--- config.mk ---
export PLATFORM = sky130hd
export DESIGN_NAME = restoring_div
export DESIGN_NICKNAME = d
export VERILOG_FILES = /design/src/rtl/restoring_div.sv
export SDC_FILE = /design/constraint.sdc
export NUM_CORES = 1
export LEC_CHECK = 0
export BUFFER_PORTS_ARGS = -buffer_cell sky130_fd_sc_hd__buf_2
export CELL_PAD_IN_SITES_DETAIL_PLACEMENT = 2
export CELL_PAD_IN_SITES_GLOBAL_PLACEMENT = 2
export CORE_AREA = 8 8 145 147
export DETAILED_ROUTE_END_ITERATION = 6
export DIE_AREA = 0 0 153 155
export PLACE_DENSITY_LB_ADDON = 0.1
export SLEW_MARGIN = 10
export SYNTH_ARGS = -nofsm -noshare
export SYNTH_HDL_FRONTEND = slang
export SYNTH_SLANG_ARGS = --single-unit
--- constraint.sdc ---
create_clock -name clk -period 2.6 [get_ports clk]
set_input_delay 0.52 -clock clk [delete_from_list [all_inputs] [get_ports clk]]
set_output_delay 0.52 -clock clk [all_outputs]
set_load 0.05 [all_outputs]
--- src/rtl/restoring_div.sv ---
// restoring_div: iterative radix-2 restoring unsigned divider, 2*WIDTH / WIDTH -> WIDTH quotient + remainder.
// Latency: WIDTH cycles from acceptance to valid_out for a normal divide; 1 cycle for divide-by-zero/overflow.
// Backpressure: ready is high only in IDLE; valid_in while ready=0 is ignored (not queued).
// Ports: clk, rst (sync active-high), dividend/divisor/valid_in (request), ready,
//        quotient/remainder (registered results), valid_out (completion pulse), done (results held),
//        div_by_zero/overflow (exception flags for the held result).
module restoring_div #(
   parameter int WIDTH = 16
) (
   input  logic               clk,
   input  logic               rst,
   input  logic [2*WIDTH-1:0] dividend,
   input  logic [WIDTH-1:0]   divisor,
   input  logic               valid_in,
   output logic               ready,
   output logic [WIDTH-1:0]   quotient,
   output logic [WIDTH-1:0]   remainder,
   output logic               valid_out,
   output logic               done,
   output logic               div_by_zero,
   output logic               overflow
);

   localparam int CW = $clog2(WIDTH + 1);

   typedef enum logic [1:0] {IDLE, BUSY, EXC} state_t;

   state_t           state;
   logic [WIDTH:0]   r;       // partial remainder, one guard bit so the shifted value never truncates
   logic [WIDTH-1:0] q;       // dividend low half shifting out, quotient bits shifting in
   logic [WIDTH-1:0] dvsr;
   logic [CW-1:0]    cnt;
   logic             exc_dz;  // EXC cause: 1 = divide by zero, 0 = quotient overflow

   logic [WIDTH-1:0] div_hi;
   logic [WIDTH-1:0] div_lo;
   logic [WIDTH:0]   t;
   logic [WIDTH:0]   r_nxt;
   logic [WIDTH-1:0] q_nxt;

   assign div_hi = dividend[2*WIDTH-1:WIDTH];
   assign div_lo = dividend[WIDTH-1:0];
   assign ready  = (state == IDLE);

   // One restoring step: shift the next dividend bit into the remainder, subtract if it fits.
   always_comb begin
      t     = {r[WIDTH-1:0], q[WIDTH-1]};
      r_nxt = t;
      q_nxt = {q[WIDTH-2:0], 1'b0};
      if (t >= {1'b0, dvsr}) begin
         r_nxt = t - {1'b0, dvsr};
         q_nxt = {q[WIDTH-2:0], 1'b1};
      end
   end

   always_ff @(posedge clk) begin
      if (rst) begin
         state       <= IDLE;
         r           <= '0;
         q           <= '0;
         dvsr        <= '0;
         cnt         <= '0;
         exc_dz      <= 1'b0;
         quotient    <= '0;
         remainder   <= '0;
         valid_out   <= 1'b0;
         done        <= 1'b0;
         div_by_zero <= 1'b0;
         overflow    <= 1'b0;
      end else begin
         // valid_out is a pulse: only a completion edge below re-asserts it.
         valid_out <= 1'b0;
         case (state)
            IDLE: begin
               if (valid_in) begin
                  dvsr        <= divisor;
                  done        <= 1'b0;
                  div_by_zero <= 1'b0;
                  overflow    <= 1'b0;
                  if (divisor == '0) begin
                     // Low half is parked in q so EXC can return it as the remainder.
                     state  <= EXC;
                     exc_dz <= 1'b1;
                     r      <= '0;
                     q      <= div_lo;
                  end else if (div_hi >= divisor) begin
                     // Quotient would not fit in WIDTH bits.
                     state  <= EXC;
                     exc_dz <= 1'b0;
                     r      <= '0;
                     q      <= div_lo;
                  end else begin
                     state <= BUSY;
                     r     <= {1'b0, div_hi};
                     q     <= div_lo;
                     cnt   <= CW'(WIDTH);
                  end
               end
            end

            BUSY: begin
               r   <= r_nxt;
               q   <= q_nxt;
               cnt <= cnt - CW'(1);
               if (cnt == CW'(1)) begin
                  quotient  <= q_nxt;
                  remainder <= r_nxt[WIDTH-1:0];
                  valid_out <= 1'b1;
                  done      <= 1'b1;
                  state     <= IDLE;
               end
            end

            EXC: begin
               quotient    <= '1;
               remainder   <= exc_dz ? q : '0;
               div_by_zero <= exc_dz;
               overflow    <= ~exc_dz;
               valid_out   <= 1'b1;
               done        <= 1'b1;
               state       <= IDLE;
            end

            default: state <= IDLE;
         endcase
      end
   end

endmodule

==> key figures <==
Outcome
  • Result of the run: complete, but fails checks
  • Violations in the final reports: setup timing

Place
  • Post-detailed-placement half-perimeter wirelength: 18.6 mm
  • Global placement routability congestion: 0.873
  • Area after detailed placement: about 6800 um2
  • Pre-CTS WS: -0.502 ns
  • Total of buffers placed on input and output ports: 87
  • Number of placed cells counting well taps: roughly 1,100

STA
  • Worst slew margin relative to its limit: roughly 28%
  • Slew @ Worst Pin: around 1.1 ns
  • RSZ-0062 raised after global routing: yes
  • Final clock skew: 0.00786 ns
  • Period utilisation layout: 101%
  • Final worst setup slack: -0.0275 ns
  • Final Hold Violating Endpoints: 0
  • Achievable Freq: 381 MHz
  • Min Clock Period, post-route: roughly 2.6 ns
  • Number of max-slew violations in the final report: 0
  • Final setup violation count: 3

Yosys
  • Flop and latch count out of synthesis: slightly above 90
  • Part of the Yosys area used for sequential elements: between 30% and 40%
  • Share of the synthesized area in the top cell type: about a third
  • Top_reg_cell synth: sky130_fd_sc_hd__dfxtp_1
  • Number of synthesis warnings: 0
  • Fraction of registers with async set/reset: 0%
  • Leading cell types by count after synthesis: sky130_fd_sc_hd__dfxtp_1, sky130_fd_sc_hd__nor2_1, sky130_fd_sc_hd__a21oi_1
  • Largest cells by area after synthesis: sky130_fd_sc_hd__dfxtp_1, sky130_fd_sc_hd__ha_1, sky130_fd_sc_hd__a21oi_1, sky130_fd_sc_hd__nor2_1, sky130_fd_sc_hd__a211oi_1
  • Most used standard cell by instance count after synthesis: sky130_fd_sc_hd__dfxtp_1
  • Post-synth top area cell: sky130_fd_sc_hd__dfxtp_1
  • Synth Instances: 700
  • Synthesized netlist net count: 790
  • Mean Syn Cell Area: 7.81 um2
  • Post-synth EDFFs: 0
  • Post-synthesis cell area: 5470 um2
  • Synth cell types: 60

Route
  • Wirelength per Cell: between 20 and 25 um
  • Total detailed-routing wirelength: between 20 and 25 mm
  • Remaining design rule violation count: 0
  • Remaining antenna violation count: 0
  • First-pass detailed-route iteration total: 4
  • Detailed router's first-iteration violation count: 166
  • Number of vias per cell: ~5.3
  • Vias after detailed routing: between 5,000 and 6,000

Cells and area
  • Final non-filler cell total: roughly 1,100
  • Total inserted antenna cells: 0
  • Area added between synthesis and finish: 41.5%
  • Post-layout net count: 953
  • Design Area, Final: ~7700 um2
  • Ratio of cells with drive above 1 in the final layout: a little over a third

Critical path
  • Required @ worst endpoint: roughly 2.9 ns
  • Peak fanout along the critical path: 4
  • Crit Path Category: register to register
  • FF-to-FF setup slack: -0.03 ns
  • Critical path launch point type: register
  • Data arrival time of the critical path: ~2.9 ns
  • Crit end category: register

GRT
  • Vias in the first global route: about 6,500
  • Global Route met3 Usage: ~3.2%
  • Met2 Track Usage GR: 37.5%
  • Global router's overall resource usage: slightly above 20%
  • Met1 track utilization from global routing: around 24%
  • Global routing's busiest layer: met2
  • First-pass GRT wire length: between 30 and 40 mm
  • Grt total ovfl: 0
  • Largest net degree at the start of global routing: 62
  • Initial antenna violation count: 0

Die
  • Vertical die dimension: approximately 160 um
  • Total die area: 23,700 um2
  • Count of boundary I/O pins: 88
  • Chip width: approximately 150 um
  • Floorplan row count: 51
  • Area inside the core boundary: roughly 19,000 um2
  • Initial core utilization: 28.9%

CTS
  • Cts hold-fix bufs: 0
  • Source-to-sink clock delay at the later pin of the worst-skew pair: approximately 0.35 ns
  • TritonCTS clock tree: done
  • Deepest level of the CTS H-tree: 3
  • # clock sinks: just over 90
  • Number of buffers on the longest clock path: 2
  • Clock buffer count from CTS: 9
  • Clock slew at the register clock pins of the worst setup and hold paths: about 0.07 ns
  • Clock root buffer: sky130_fd_sc_hd__clkbuf_16

Hold path
  • Classification of the worst-slack hold path: primary input to register

Run
  • MaxCap Viol Count: 0

Power and ir drop
  • IR drop worst, VDD: ~0.00043 V
  • Total power after layout: about 6.6 mW
  • Ratio of total power to cell area: 856 nW/um2
  • Pleak: ~3.2 nW
-- sequential cells by signal, summed over array words and instances (netlist names), 2 cells and up --
register and flops:
dvsr 16, q 16, quotient 16, r 16, remainder 16, cnt 5, state 2
-- repair_timing --
item	CTS	global route
buffers inserted	13	7
resized for setup	76	48
setup endpoints to repair	33	29
pin swaps	29	43
gates cloned	0	0
-- final timing paths --
path                from           end  cells past startpoint
min          divisor[12]      dvsr[12]                      3
max reg2reg      dvsr[3]  remainder[0]                     12
min reg2reg      dvsr[4]       dvsr[4]                      2
max              dvsr[3]  remainder[0]                     12
-- cell type report --
class | count | area, um2
Clock buffer | 9 | 225
Tap cell | 238 | 298
Multi-Input combinational cell | 521 | 3810
Timing Repair Buffer | 193 | 1300
Fill cell | 2142 | 11200
Sequential cell | 92 | 1880
Clock inverter | 7 | 56.3
Inverter | 46 | 178
-- worst max-delay path, stage by stage, from the launching register on --
cell                       delay (ns)
sky130_fd_sc_hd__dfxtp_2         0.34
sky130_fd_sc_hd__inv_2           0.04
sky130_fd_sc_hd__ha_4            0.28
sky130_fd_sc_hd__o21a_1          0.17
sky130_fd_sc_hd__o31ai_4         0.09
sky130_fd_sc_hd__a211o_1         0.28
sky130_fd_sc_hd__and3_4          0.17
sky130_fd_sc_hd__o31ai_4         0.26
sky130_fd_sc_hd__buf_6           0.15
sky130_fd_sc_hd__buf_12          0.10
sky130_fd_sc_hd__a21oi_2         0.06
sky130_fd_sc_hd__or3_4           0.42
sky130_fd_sc_hd__a211oi_2        0.18
-- placed cells by master (no fill, tap or decap), types with 4 or more instances in the layout --
master and n:
sky130_fd_sc_hd__a21oi_2 4, sky130_fd_sc_hd__buf_4 98, sky130_fd_sc_hd__a211oi_2 4, sky130_fd_sc_hd__dfxtp_2 16, sky130_fd_sc_hd__o21ai_0 19, sky130_fd_sc_hd__clkbuf_16 9, sky130_fd_sc_hd__nor2_1 77, sky130_fd_sc_hd__and2_1 4
sky130_fd_sc_hd__o21ai_2 5, sky130_fd_sc_hd__dfxtp_1 72, sky130_fd_sc_hd__nor3_1 42, sky130_fd_sc_hd__nand2b_1 10, sky130_fd_sc_hd__o211ai_1 12, sky130_fd_sc_hd__o21ai_1 4, sky130_fd_sc_hd__a211o_1 4, sky130_fd_sc_hd__ha_1 22
sky130_fd_sc_hd__nor4_1 5, sky130_fd_sc_hd__a21o_1 6, sky130_fd_sc_hd__dfxtp_4 4, sky130_fd_sc_hd__nor3_2 4, sky130_fd_sc_hd__a211oi_1 32, sky130_fd_sc_hd__a21oi_1 66, sky130_fd_sc_hd__ha_4 15, sky130_fd_sc_hd__nand3_1 16
sky130_fd_sc_hd__buf_2 87, sky130_fd_sc_hd__o21a_1 5, sky130_fd_sc_hd__or3_4 4, sky130_fd_sc_hd__buf_12 4, sky130_fd_sc_hd__inv_1 35, sky130_fd_sc_hd__inv_6 4, sky130_fd_sc_hd__inv_2 8, sky130_fd_sc_hd__nand2_1 57
sky130_fd_sc_hd__xnor2_1 9, sky130_fd_sc_hd__or3_1 4, sky130_fd_sc_hd__mux2i_1 16, sky130_fd_sc_hd__buf_6 4
-- cell families after synthesis --
group,after synthesis,share of synthesized area [%]
and+or+nand+nor,254,21.9
AOI/OAI and AO/OA,200,24.2
DFF,92,33.7
buffers and inverters,87,6.27
adders and majority gates,39,9.06
muxes,16,2.93
xor gates and xnor gates,12,1.92
-- where the power goes --
group          leakage, nW  internal [mW]  switching (mW)
Sequential           0.762           1.57           0.158
Clock                0.137          0.664           0.641
Combinational         2.33           1.59            2.00
Total                 3.23           3.83            2.80
-- stage by stage --
step                      setup TNS, ns  hold slack (ns)  utilization [%]
after floorplan                       0            0.436                -
after global placement            -6.46            0.444             35.7
after detailed placement          -8.06            0.453             35.7
after CTS                       -0.0609            0.443             39.8
after global routing             -0.990            0.448             40.8
final                           -0.0441            0.453             40.8
-- metal layers --
| layer | up-vias | part of all wire [%] | routed length (um) |
|---|---|---|---|
| li1 | 2833 | - | - |
| met1 | 2888 | 43 | 10500 |
| met2 | 89 | 51 | 12400 |
| met3 | 32 | 3.8 | 943 |
| met4 | 0 | 2.9 | 707 |
| met5 | - | 0 | 0 |
Power figures use the tool's default switching activity.
